## src/rtl/muxn_reg.sv

```systemverilog
// muxn_reg: registered N-to-1 channel mux with valid/ready handshakes, selecting by
// explicit index or round-robin. Optional X-check on sel: define MUXN_XCHECK_EN.
module muxn_reg #(
  parameter int N    = 4,
  parameter int W    = 1,
  parameter int SELW = $clog2(N)
) (
  input  logic              clk,
  input  logic              rst_n,
  input  logic              mode,
  input  logic [SELW-1:0]   sel,
  input  logic [N*W-1:0]    in_data,
  input  logic [N-1:0]      in_valid,
  output logic [N-1:0]      in_ready,
  output logic [W-1:0]      out_data,
  output logic              out_valid,
  input  logic              out_ready,
  output logic [SELW-1:0]   grant,
  output logic              err
);

  // Handshake semantics: a word moves on any edge where valid and ready are both
  // high; in_ready never waits on in_valid except for the round-robin choice.

  logic [W-1:0]    out_data_q, out_data_d;
  logic            out_valid_q, out_valid_d;
  logic [SELW-1:0] grant_q, grant_d;
  logic [SELW-1:0] ptr_q, ptr_d;

  logic            load;
  logic [SELW-1:0] chosen;
  logic            chosen_ok;
  logic            sel_x;
  logic [W-1:0]    chosen_data;
  logic            capture;

  function automatic logic [SELW-1:0] rr_idx(input logic [SELW-1:0] p, input int k);
    int s;
    s = int'(p) + k;
    if (s >= N) s = s - N;
    return SELW'(s);
  endfunction

  assign load = !out_valid_q || out_ready;

`ifdef MUXN_XCHECK_EN
  assign sel_x = !mode && load && $isunknown(sel);
`else
  assign sel_x = 1'b0;
`endif

  always_comb begin
    chosen    = '0;
    chosen_ok = 1'b0;
    if (!mode) begin
      chosen    = sel;
      chosen_ok = (32'(sel) < 32'(N));
    end else begin
      // Walk the scan order backwards so the earliest valid channel wins.
      for (int k = N - 1; k >= 0; k--) begin
        if (in_valid[rr_idx(ptr_q, k)]) begin
          chosen    = rr_idx(ptr_q, k);
          chosen_ok = 1'b1;
        end
      end
    end
  end

  always_comb begin
    in_ready    = '0;
    chosen_data = '0;
    for (int i = 0; i < N; i++) begin
      if (chosen == SELW'(i)) begin
        chosen_data = in_data[i*W +: W];
        if (rst_n && load && chosen_ok && !sel_x) in_ready[i] = 1'b1;
      end
    end
  end

  assign capture = |(in_ready & in_valid);

  always_comb begin
    out_data_d  = out_data_q;
    out_valid_d = out_valid_q;
    grant_d     = grant_q;
    ptr_d       = ptr_q;
    if (sel_x) begin
      out_data_d  = {W{1'bx}};
      out_valid_d = 1'b1;
    end else if (capture) begin
      out_data_d  = chosen_data;
      out_valid_d = 1'b1;
      grant_d     = chosen;
      if (mode) ptr_d = (chosen == SELW'(N - 1)) ? '0 : chosen + SELW'(1);
    end else if (out_ready) begin
      out_valid_d = 1'b0;
    end
  end

  always_ff @(posedge clk) begin
    if (!rst_n) begin
      out_data_q  <= '0;
      out_valid_q <= 1'b0;
      grant_q     <= '0;
      ptr_q       <= '0;
    end else begin
      out_data_q  <= out_data_d;
      out_valid_q <= out_valid_d;
      grant_q     <= grant_d;
      ptr_q       <= ptr_d;
    end
  end

`ifdef MUXN_XCHECK_EN
  logic err_q, err_d;

  // Sticky until reset so a single bad select is never lost.
  assign err_d = err_q || sel_x;

  always_ff @(posedge clk) begin
    if (!rst_n) err_q <= 1'b0;
    else        err_q <= err_d;
  end

  assign err = err_q;
`else
  assign err = 1'b0;
`endif

  assign out_data  = out_data_q;
  assign out_valid = out_valid_q;
  assign grant     = grant_q;

endmodule

```

## config.mk

```make
export PLATFORM = sky130hd
export DESIGN_NAME = muxn_reg
export DESIGN_NICKNAME = d
export VERILOG_FILES = /design/src/rtl/muxn_reg.sv
export SDC_FILE = /design/constraint.sdc
export NUM_CORES = 1
export LEC_CHECK = 0
export ABC_AREA = 1
export CAP_MARGIN = 20
export CORE_AREA = 5 5 42 44
export CTS_CLUSTER_DIAMETER = 200
export DETAILED_ROUTE_END_ITERATION = 7
export DIE_AREA = 0 0 47 49
export DONT_BUFFER_PORTS = 1
export GPL_TIMING_DRIVEN = 0
export PLACE_DENSITY = 0.65
export SLEW_MARGIN = 20
export SYNTH_ARGS = -nofsm -noshare
export SYNTH_HDL_FRONTEND = slang
export SYNTH_SLANG_ARGS = --single-unit
```

## constraint.sdc

```tcl
create_clock -name clk -period 3.78 [get_ports clk]
set_input_delay 0.378 -clock clk [delete_from_list [all_inputs] [get_ports clk]]
set_output_delay 0.378 -clock clk [all_outputs]
set_load 0.02 [all_outputs]
```

* Word-level counts from Yosys, hierarchy flattened
Cells that the tools add are included.
** Storage, ports and cells
- Register bits :: 6
- Input port bits :: 14
- Output and inout bits :: 9
- Logic and storage cells :: 70
** Operators by class
- Add/sub/neg operators :: 8
- $lt $le $gt $ge :: 8
- Eq/ne operators :: 3
- Muxes and demuxes :: 38
- Bitwise gates (word level) :: 1
- Reductions and logical operators :: 8
** Operators by type and width (number)
- $mux W2 :: 14
- $mux W1 :: 20
- $lt A2 B3 Y1 const B :: 4
- $ge A3 B3 Y1 const B :: 3
- $bmux W1 S2 :: 4
- $sub A2 B1 Y2 const B :: 4
- $add A2 B2 Y3 const B :: 2
- $and A4 B4 Y4 :: 1
- $eq A2 B2 Y1 const B :: 2
- $reduce_or A4 Y1 :: 1
- $add A2 B1 Y3 const B :: 1
- $ge A2 B3 Y1 const B :: 1
- $add A2 B1 Y2 const B :: 1
- $eq A2 B1 Y1 const B :: 1
- $logic_and A1 B1 Y1 :: 2
- $logic_not A2 Y1 :: 1
- $reduce_and A2 Y1 :: 1
- $reduce_bool A2 Y1 :: 1
- $logic_not A1 Y1 :: 1
- $logic_or A1 B1 Y1 :: 1

* Logic depth before layout (Yosys ltp)
Gate-level depths: netlist of the first run.
- Word-level depth :: 17
- Depth in mapped cells :: 21
- Gate-level depth less buffers :: 21

* Worst setup path before layout of the first run
OpenSTA, ideal clock, no wires.
- Path kind :: reg-to-output
- From :: register ptr_q[0]
- To :: output in_ready[2]
- Arrival :: 1.768 ns
- Required time :: 3.402 ns
- Path slack :: 1.634 ns
- Cell stages (with the launch flop) :: 15
- Buffers on the path :: 1
- Cell sequence :: dfxtp_1 -> buf_6 -> or2_4 -> nand3_1 -> nand2_1 -> nand2_1 -> nand2_1 -> nand2_1 -> nand2_1 -> nor2_1 -> nor2_2 -> inv_1 -> ha_1 -> inv_1 -> nor2_1
** Between the ends
- Elaborated cells between the ends (all ways) :: 41
- Those cells by class :: add/sub (7); order compare (4); eq/ne (1); mux (28); reduce/logical (1)
** RTL lines
- start, declared :: RTL line 28 : logic [SELW-1:0] ptr_q, ptr_d;
- start signal, assigned :: RTL line 110 : ptr_q <= ptr_d;
- $add A2 B2 Y3 :: RTL line 39 : s = int'(p) + k;
- $ge A3 B3 Y1 / $sub A2 B1 Y2 (equally long branches) :: RTL line 40 : if (s >= N) s = s - N;
- $mux W2 :: RTL line 40
- $mux W2 :: RTL line 55 : if (!mode) begin
- $bmux W1 S2 :: RTL line 61 : if (in_valid[rr_idx(ptr_q, k)]) begin
- $mux W1 (implied by the code) :: RTL line 61
- $mux W2 (3 in a row) :: RTL line 61
- $mux W2 * :: RTL line 61
- $mux W2 * :: RTL line 55
- named net chosen[0] :: RTL line 31 : logic [SELW-1:0] chosen;
- $eq A2 B2 Y1 * :: RTL line 73 : if (chosen == SELW'(i)) begin
- $mux W1 * :: RTL line 73
- end, declared :: RTL line 14 : output logic [N-1:0] in_ready,
The timed path passes the listed nets; every way through them passes the cells marked *. The select of a mux whose other input is x is not followed.

* Final worst setup path of the first run
- From :: register ptr_q[0]
- To :: output in_ready[3]
Same word-level chain as after synthesis.

==> results of run 1 <==
==> final timing paths <==
kind | depth (start not counted) | slack, ps | from | end
worst max-delay path | 14 | 1130 | ptr_q[0] | in_ready[3]
worst min-delay path | 2 | 250 | rst_n | ptr_q[0]
worst max register to register | 19 | 1340 | ptr_q[0] | ptr_q[0]
worst min register to register | 2 | 570 | ptr_q[1] | ptr_q[1]
==> area by class of cell <==
type	count	area [um^2]	share of cell area (%)
tap	16	20.0	2.77
clock buffer	3	22.5	3.11
buffer	2	18.8	2.60
inverter	18	67.6	9.34
multi-input combinational	95	474	65.6
sequential	6	120	16.6
==> logic make-up after synthesis <==
logic type	share of synthesized area (%)
AO/OA/AOI/OAI	8.64
adder cells (fa/ha/maj)	7.35
other	0.551
AND/OR/NAND/NOR	53.1
flip-flops	17.6
buffers and inverters	12.7
==> layout by cell type (no fill, tap or decap), drive strengths merged <==
master	count
conb	1
clkbuf	3
o21ai	6
ha	4
nand2	45
inv	18
nor2	20
nand4	5
nand3	8
dfxtp	6
a21oi	5
or2	1
buf	2
==> per-layer routing <==
metal	global-route usage, %	part of all wire [%]	vias up
met3	3.32	5.2	2
met1	17.8	43	296
met4	4.61	1.1	0
li1	-	-	380
met2	24.7	51	17
met5	0	0	-
==> power groups by stage <==
stage / logic (mW) / clock network, mW / registers, mW
2_1_floorplan: 0.115 / 0 / 0.0864
3_3_place_gp: 0.132 / 0 / 0.0881
3_5_place_dp: 0.134 / 0 / 0.0884
4_1_cts: 0.135 / 0.0600 / 0.0872
5_1_grt: 0.156 / 0.0642 / 0.0880
6_report: 0.134 / 0.0590 / 0.0871
==> flip-flops by register name, summed over array words and instances, names as in the netlist <==
register	cells
ptr_q	2
out_valid	1
grant	2
out_data	1
==> critical path, delay by kind of cell (launching register included) <==
| family | cells | cell delay, ps |
|---|---|---|
| simple gates | 10 | 1140 |
| buf+inv | 3 | 290 |
| flops | 1 | 310 |
| fa+ha+maj | 1 | 260 |
==> metrics by stage <==
stage	setup WS (ps)	std cells	power [mW]	util (%)	cell area [um^2]
6_report	1130	140	0.280	51.6	723
3_5_place_dp	1340	137	0.223	50.0	701
4_1_cts	1120	140	0.282	51.6	723
3_3_place_gp	1380	137	0.220	50.0	701
5_1_grt	857	140	0.309	51.6	723
2_1_floorplan	1630	121	0.201	-	681
==> tab_implementation.tex, run 1 <==
\begin{tabular}{lr}
\hline
Metric & Value \\
\hline
\multicolumn{2}{l}{\textbf{Floorplan}} \\
\quad Overall die area & between 0.002 and 0.0025 mm\^{}2 \\
\quad I/O pin cnt & 23 \\
\quad Floorplan die width & about 47 um \\
\quad Core area & $\sim$0.0014 mm\^{}2 \\
\quad Starting utilization of the core area & 48.6\% \\
\quad Die Span Y & 49 um \\
\quad Site row count & 14 \\
\multicolumn{2}{l}{\textbf{STA}} \\
\quad Number of pins with negative max-slew slack in the final report & 0 \\
\quad Final-layout worst hold slack & 250 ps \\
\quad Final worst-path cycle share & between 70\% and 80\% \\
\quad Post-route setup TNS & 0 ps \\
\quad RSZ-0062 raised after global routing & no \\
\quad Worst clock skew & 0.888 ps \\
\quad Clock period minus worst slack & between 2000 and 3000 ps \\
\quad Final Hold Viols & 0 \\
\quad Final setup vio count & 0 \\
\quad Fmax & roughly 380 MHz \\
\multicolumn{2}{l}{\textbf{Clocking}} \\
\quad Clock tree from TritonCTS & built \\
\quad Post CTS Setup Buffer Count & 0 \\
\quad CTS sink cnt & 6 \\
\quad Reg clk slew, reported paths & roughly 40 ps \\
\quad Cell at the root of the clock tree & sky130\_fd\_sc\_hd\_\_clkbuf\_4 \\
\quad Clock network latency to the later pin of the worst-skew pair & between 200 and 250 ps \\
\quad Number of levels the H-tree was split into & 1 \\
\quad Count of hold-fix buffers inserted at cts & 0 \\
\quad Clock tree buffer depth & 2 \\
\quad Number of instances resized during post-cts repair & 0 \\
\quad TritonCTS buffer count & 3 \\
\multicolumn{2}{l}{\textbf{Run status}} \\
\quad Outcome & completed \\
\multicolumn{2}{l}{\textbf{Logic synthesis}} \\
\quad Yosys top cell area share & 19.9\% \\
\quad Number of library cell types mapped by synthesis & 19 \\
\quad Mean cell area of the mapped netlist & approximately 5.6 um\^{}2 \\
\quad Dominant cell by count in the synthesized netlist & sky130\_fd\_sc\_hd\_\_nand2\_1 \\
\quad Dominant cells by area after synthesis & sky130\_fd\_sc\_hd\_\_nand2\_1 20\%, sky130\_fd\_sc\_hd\_\_dfxtp\_1 18\%, sky130\_fd\_sc\_hd\_\_inv\_1 8.8\% \\
\quad Synth top cells by count & 36 x sky130\_fd\_sc\_hd\_\_nand2\_1, 16 x sky130\_fd\_sc\_hd\_\_inv\_1, 16 x sky130\_fd\_sc\_hd\_\_nor2\_1 \\
\quad Library cell with the largest summed area after synthesis & sky130\_fd\_sc\_hd\_\_nand2\_1 \\
\quad Synth async-reset ratio & 0\% \\
\quad Number of nets in the synthesized netlist & approximately 140 \\
\quad Number of synthesized flops with an enable pin & 0 \\
\quad Number of register bits inferred by synthesis & 6 \\
\quad Post-synthesis instance total & about 120 \\
\quad Mapped cell area & between 600 and 700 um\^{}2 \\
\quad Synth Flop Type & sky130\_fd\_sc\_hd\_\_dfxtp\_1 \\
\quad Sequential-to-total area share from yosys stat & between 10\% and 20\% \\
\quad Yosys Warn Count & 0 \\
\multicolumn{2}{l}{\textbf{Pwr}} \\
\quad Power per standard cell area & approximately 390 mW/mm\^{}2 \\
\quad Logic gate share of total power & 47.8\% \\
\quad Switching power summed over all nets & roughly 0.13 mW \\
\quad Relative contribution of the clock network to total power & 21.1\% \\
\quad Switching power share of the total & roughly 45\% \\
\quad Cell-internal power & between 0.15 and 0.2 mW \\
\quad Sequential Power Share & around 31\% \\
\quad Reported leakage power & roughly 0.38 nW \\
\quad IR Drop Worst-Case VDD & between 200 and 250 uV \\
\multicolumn{2}{l}{\textbf{Drt}} \\
\quad Remaining antenna violation count after routing & 0 \\
\quad DR DRC count & 0 \\
\quad TritonRoute pass-1 iters & 4 \\
\quad Drt total wl & about 1500 um \\
\quad Iteration-0 DRC count of the detailed router & 13 \\
\quad Via count normalized by instance count & 4.96 \\
\quad DR WL/cell & 10.7 um \\
\quad Total number of vias & between 600 and 700 \\
\multicolumn{2}{l}{\textbf{Setup path}} \\
\quad Max incr delay on CP & just over 300 ps \\
\quad Critical Path Slowest Stage Cell & sky130\_fd\_sc\_hd\_\_dfxtp\_1 \\
\quad Most frequent CP cell & sky130\_fd\_sc\_hd\_\_nand2\_1 \\
\quad Required time of the worst setup path & roughly 3400 ps \\
\quad Startpoint types & flop \\
\quad Capturing element type of the critical path & primary output \\
\quad Critical Path, Cell by Cell & inv\_1 > nand2\_1 > nand2\_1 > nand2\_1 > nand2\_1 > inv\_1 > nand2\_1 > nand2\_1 > nor2\_1 > nor2\_1 > nor2\_2 > ha\_1 > inv\_1 > nor2\_1 \\
\quad Arr. time, crit path & $\sim$2300 ps \\
\quad Critical path type & reg -> out \\
\quad Top fanout value on the critical path & 7 \\
\multicolumn{2}{l}{\textbf{GRT}} \\
\quad Number of antenna violations at the first check in global routing & 0 \\
\quad Aggregate global-route resource usage & 14.7\% \\
\quad Largest net degree at the start of global routing & 11 \\
\quad Via count of the first global-routing pass & 669 \\
\quad Wire length of the first global-routing pass & 2590 um \\
\quad Total congestion overflow after global routing & 0 \\
\multicolumn{2}{l}{\textbf{Final layout}} \\
\quad Antenna Cells & 0 \\
\quad Ratio of cells with drive above 1 in the final layout & 17.7\% \\
\quad Number of inserted filler cells in the final layout & around 140 \\
\quad Net total in the final layout & 144 \\
\quad Layout overhead on the synthesized area & 6.25\% \\
\multicolumn{2}{l}{\textbf{Run}} \\
\quad Max Cap Viol & 0 \\
\multicolumn{2}{l}{\textbf{Placed design}} \\
\quad Port-buffer cells & 0 \\
\quad Post-detailed-placement half-perimeter wirelength & about 1300 um \\
\quad Gp weighted congestion & between 0.8 and 0.9 \\
\multicolumn{2}{l}{\textbf{Hold path}} \\
\quad Worst min-delay path class & in -> reg \\
\hline
\end{tabular}
No activity file was read; power rests on OpenSTA's default activity.
==> inputs of run 2 (changes only) <==
--- a/config.mk
+++ b/config.mk
@@ -13,7 +13,7 @@
 export DIE_AREA = 0 0 47 49
 export DONT_BUFFER_PORTS = 1
 export GPL_TIMING_DRIVEN = 0
-export PLACE_DENSITY = 0.65
+export PLACE_DENSITY = 0.68
 export SLEW_MARGIN = 20
 export SYNTH_ARGS = -nofsm -noshare
 export SYNTH_HDL_FRONTEND = slang
==> constraint.sdc (replaced) <==
create_clock -name clk -period 2.17 [get_ports clk]
set_input_delay 0.217 -clock clk [delete_from_list [all_inputs] [get_ports clk]]
set_output_delay 0.217 -clock clk [all_outputs]
set_load 0.02 [all_outputs]
==> tab_implementation.tex, run 2 (synthesis gave the netlist of run 1 again) <==
\begin{tabular}{lr}
\hline
Metric & Value \\
\hline
\multicolumn{2}{l}{\textbf{Pwr}} \\
\quad Relative contribution of the clock network to total power & approximately 18\% \\
\quad IR Drop Worst-Case VDD & around 360 uV \\
\quad Cell-internal power & roughly 0.33 mW \\
\quad Reported leakage power & around 0.43 nW \\
\quad Switching power summed over all nets & around 0.28 mW \\
\quad Logic gate share of total power & between 50\% and 60\% \\
\quad Switching power share of the total & 46.0\% \\
\quad Power per standard cell area & 657 mW/mm\^{}2 \\
\quad Sequential Power Share & between 20\% and 30\% \\
\multicolumn{2}{l}{\textbf{Floorplan}} \\
\quad Overall die area & 0.00230 mm\^{}2 \\
\quad Die Span Y & just under 50 um \\
\quad I/O pin cnt & 23 \\
\quad Starting utilization of the core area & $\sim$50\% \\
\quad Floorplan die width & 47 um \\
\quad Core area & around 0.0014 mm\^{}2 \\
\quad Site row count & 14 \\
\multicolumn{2}{l}{\textbf{STA}} \\
\quad Number of pins with negative max-slew slack in the final report & 0 \\
\quad Clock period minus worst slack & about 2200 ps \\
\quad Fmax & 451 MHz \\
\quad RSZ-0062 raised after global routing & yes \\
\quad Post-route setup TNS & -80.2 ps \\
\quad Worst clock skew & 5.56 ps \\
\quad Final setup vio count & 4 \\
\quad Final worst-path cycle share & 102\% \\
\quad Final Hold Viols & 0 \\
\quad Slack of the critical path & -47.8 ps \\
\multicolumn{2}{l}{\textbf{Final layout}} \\
\quad Leading cell type in the layout, fill and taps excluded & sky130\_fd\_sc\_hd\_\_nand2\_1 \\
\quad Net total in the final layout & $\sim$150 \\
\quad Design Area, Final & roughly 930 um\^{}2 \\
\quad Ratio of cells with drive above 1 in the final layout & between 50\% and 60\% \\
\quad Antenna Cells & 0 \\
\quad Leading cell types in the layout, fill and taps excluded & 25 x sky130\_fd\_sc\_hd\_\_nand2\_1, 19 x sky130\_fd\_sc\_hd\_\_nand2\_2, 11 x sky130\_fd\_sc\_hd\_\_inv\_2 \\
\quad Layout overhead on the synthesized area & 36.8\% \\
\multicolumn{2}{l}{\textbf{Setup path}} \\
\quad Most frequent CP cell & sky130\_fd\_sc\_hd\_\_nand2\_2 \\
\quad Critical Path Slowest Stage Cell & sky130\_fd\_sc\_hd\_\_dfxtp\_2 \\
\quad Capturing element type of the critical path & primary output \\
\quad Top fanout value on the critical path & 5 \\
\quad Required time of the worst setup path & 1950 ps \\
\quad Critical path type & reg -> out \\
\quad Max incr delay on CP & about 330 ps \\
\quad Critical Path, Cell by Cell & buf\_6 > or2\_4 > nand3\_4 > nand2\_2 > nand2\_2 > nand2\_2 > nand2\_1 > nand2\_1 > nor2\_2 > nor2\_4 > inv\_2 > ha\_4 > inv\_1 > nor2\_4 \\
\quad Arr. time, crit path & 2000 ps \\
\quad Startpoint types & flop \\
\multicolumn{2}{l}{\textbf{GRT}} \\
\quad Number of antenna violations at the first check in global routing & 0 \\
\quad Aggregate global-route resource usage & between 10\% and 20\% \\
\quad Total congestion overflow after global routing & 0 \\
\quad Wire length of the first global-routing pass & a little under 3000 um \\
\quad Via count of the first global-routing pass & 689 \\
\quad Largest net degree at the start of global routing & 10 \\
\multicolumn{2}{l}{\textbf{Placed design}} \\
\quad Gp weighted congestion & between 0.9 and 1 \\
\quad Post-detailed-placement half-perimeter wirelength & around 1300 um \\
\quad Setup slack at placement & -210 ps \\
\quad DP Area & 701 um\^{}2 \\
\quad Port-buffer cells & 0 \\
\multicolumn{2}{l}{\textbf{Clocking}} \\
\quad Clock tree buffer depth & 2 \\
\quad Clock tree from TritonCTS & built \\
\quad TritonCTS buffer count & 3 \\
\quad CTS sink cnt & 6 \\
\quad Number of levels the H-tree was split into & 1 \\
\quad Count of hold-fix buffers inserted at cts & 0 \\
\quad Cell at the root of the clock tree & sky130\_fd\_sc\_hd\_\_clkbuf\_4 \\
\quad Clock network latency to the later pin of the worst-skew pair & 250 ps \\
\quad Reg clk slew, reported paths & about 50 ps \\
\multicolumn{2}{l}{\textbf{Drt}} \\
\quad DR WL/cell & $\sim$12 um \\
\quad Iteration-0 DRC count of the detailed router & 7 \\
\quad Drt total wl & 1830 um \\
\quad DR DRC count & 0 \\
\quad Remaining antenna violation count after routing & 0 \\
\quad Via count normalized by instance count & between 5 and 6 \\
\quad Total number of vias & 784 \\
\quad TritonRoute pass-1 iters & 4 \\
\multicolumn{2}{l}{\textbf{Run status}} \\
\quad Violations in the final reports & negative setup slack \\
\quad Outcome & complete, but fails checks \\
\multicolumn{2}{l}{\textbf{Run}} \\
\quad Max Cap Viol & 0 \\
\multicolumn{2}{l}{\textbf{Hold path}} \\
\quad Worst min-delay path class & in -> reg \\
\hline
\end{tabular}
run 2: changes by cell type in the layout (fill, tap and decap cells not counted), moves of 5 or more:
cell	change
sky130_fd_sc_hd__nand2_2	+10
sky130_fd_sc_hd__nor2_4	+5
sky130_fd_sc_hd__buf_4	+9
sky130_fd_sc_hd__nand2_1	-11
sky130_fd_sc_hd__inv_1	-9
sky130_fd_sc_hd__inv_2	+9
sky130_fd_sc_hd__nor2_1	-7
run 2: cell type report:
cell class                 instances  area, um^2
tap                               16        20.0
multi-input combinational         95         604
clock buffer                       3        22.5
sequential                         6         125
fill                             141         470
buffer                             2        18.8
inverter                          18        67.6
timing repair buffer              10        72.6
run 2: final timing paths:
check | startpoint | end | slack, ps | cells past startpoint
worst min register to register | ptr_q[1] | ptr_q[1] | 530 | 2
worst max-delay path | ptr_q[0] | in_ready[2] | -50 | 14
worst min-delay path | rst_n | ptr_q[1] | 80 | 2
worst max register to register | ptr_q[0] | ptr_q[1] | -10 | 19
run 2: critical path: cells and delay by family (launching register included):
family | cells | cell delay [ps]
buf+inv | 3 | 280
flops | 1 | 330
fa+ha+maj | 1 | 140
simple gates | 10 | 990
run 2: power groups by stage:
stage / Clock [mW] / Combinational (mW) / Sequential, mW
final: 0.108 / 0.351 / 0.153
after global routing: 0.121 / 0.391 / 0.154
after CTS: 0.110 / 0.303 / 0.153
after detailed placement: 0 / 0.234 / 0.154
after global placement: 0 / 0.230 / 0.153
after floorplan: 0 / 0.200 / 0.150
run 2: timing repair:
item | CTS | global route
buffers inserted | 5 | 4
setup endpoints to repair | 10 | 10
gates cloned | 0 | 1
gates resized for setup | 35 | 13
pin swaps | 20 | 12
run 2: per-stage QoR:
stage	power [mW]	cells	hold WS, ps	utilization [%]
5_1_grt	0.666	150	68.8	66.4
3_5_place_dp	0.388	137	343	50.0
6_report	0.611	150	77.5	66.4
2_1_floorplan	0.350	121	338	-
4_1_cts	0.566	145	77.6	61.3
3_3_place_gp	0.383	137	343	50.0
run 2: routing by layer:
layer | GRT usage, % | routed length (um) | vias to the layer above
li1 | - | - | 401
met1 | 18.9 | 703 | 355
met2 | 26.9 | 945 | 19
met3 | 5.90 | 109 | 9
met4 | 8.76 | 68 | 0
met5 | 0 | 0 | -
==> RTL change (flow settings as in run 1) <==
`N`: 4 -> 2.
--- a/src/rtl/muxn_reg.sv
+++ b/src/rtl/muxn_reg.sv
@@ -2,5 +2,5 @@
 // explicit index or round-robin. Optional X-check on sel: define MUXN_XCHECK_EN.
 module muxn_reg #(
-  parameter int N    = 4,
+  parameter int N    = 2,
   parameter int W    = 1,
   parameter int SELW = $clog2(N)
Interface: changed (5 resized); port bits go from 23 to 15. The function was not compared with the original's and may differ.
==> RTL change against run 1 <==
Area after synthesis fell by 58%. Power fell by 56%. Routed wire length fell by 62%. Design area fell by 54%. Cell count fell by 54%. Sequential cell count fell by 2. Worst setup slack improved by 0.94 ns. Count of clock-buffer cells in the layout did not move. Synthesized cell count fell by 62%. Critical path type unchanged.
==> RTL change: results (changes against run 1) <==
library cells used by synthesis: 16 (-3)
fraction of layout cells with a size suffix above 1: 26.5% (+8.8 points)
WL final: 575 µm (-62%)
Peak VDD IR: 0.000118 V (-44%)
global placer's final weighted congestion: 0.644 (-26%)
Wirelength per Cell: 8.85 µm (-17%)
Synth Net Count: 55 (-60%)
largest net degree at the start of global routing: 5 (-6)
status: finished clean
Post-synth top cells: nand2_1 (13), inv_1 (9), dfxtp_1 (4), nor2_1 (4)
Max Root-Sink Buffers: 2 (unchanged)
vias per cell: 3.77 (-24%)
worst setup path start: out_valid
placed cell areas: 309 µm² (-56%)
Yosys warning count: 0 (unchanged)
Nets: 60 (-58%)
Pre-antenna DRT Iters: 2 (-2)
post-DP HPWL: 499 µm (-61%)
antenna violations before repair: 0 (unchanged)
largest fanout on the critical path: 3 (-4)
synth top area cells: dfxtp_1 (28%), nand2_1 (17%), inv_1 (12%)
post-placement cell count: 62 (-55%)
Leak Pwr: 0.178 nW (-53%)
dominant synthesized flop cell: dfxtp_1
post-CTS setup buffers: 0 (unchanged)
vias in the first global route: 235 (-65%)
fillers: 166 (+15%)
first-pass GRT wire length: 959 µm (-63%)
Clock Skew: 0.00276 ns (+0.00187 ns)
Seq/Total Area, Yosys: 27.7% (+10 points)
syn_area_per_cell: 6.28 µm² (+12%)
H-tree depth: 1 (unchanged)
GRT Util Overall: 5.70% (-9.0 points)
DR iter-0 viols: 6 (-7)
Critical Path Max Stage Delay: 0.36 ns (+0.05 ns)
-- RTL change: cell families (layout without fill, tap and decap cells) --
family | Yosys count | in the layout | share of synthesized area (%)
buffers and inverters | 12 | 15 | 17.7
other | 1 | 1 | 1.30
AND/OR/NAND/NOR | 26 | 26 | 46.8
flip-flops | 4 | 4 | 27.7
AO/OA/AOI/OAI | 3 | 3 | 6.49
-- RTL change: worst paths after layout --
| kind | to | slack, ns | cells after the start |
|---|---|---|---|
| min reg2reg | ptr_q | 0.47 | 2 |
| max | in_ready[1] | 2.08 | 5 |
| min | out_valid | 0.26 | 2 |
| max reg2reg | ptr_q | 2.59 | 8 |
-- RTL change: per-stage QoR --
stage | util [%] | setup WS [ns] | total power [mW]
floorplan | - | 2.39 | 0.0704
global placement | 22.1 | 2.31 | 0.0728
finish | 23.7 | 2.08 | 0.124
CTS | 23.7 | 2.05 | 0.127
detailed placement | 22.1 | 2.30 | 0.0731
global route | 23.7 | 1.97 | 0.133
-- RTL change: area by class of cell --
class	instances	share of cell area [%]
Buffer	1	2.26
Multi-Input combinational cell	30	47.5
Sequential cell	4	24.2
Tap cell	16	6.04
Inverter	11	13.2
Clock buffer	3	6.79
-- RTL change: power breakdown --
part	total (mW)	internal (mW)	switching, mW
Sequential	0.0487	0.0450	0.00367
Clock	0.0514	0.0354	0.0159
Combinational	0.0236	0.00819	0.0154
Total	0.124	0.0886	0.0350
-- RTL change: routing by layer --
metal | part of all wire (%) | global-route usage, % | up-vias
li1 | - | - | 138
met1 | 45 | 8.13 | 96
met2 | 38 | 5.88 | 11
met3 | 18 | 4.43 | 0
met4 | 0 | 2.76 | 0
met5 | 0 | 0 | -
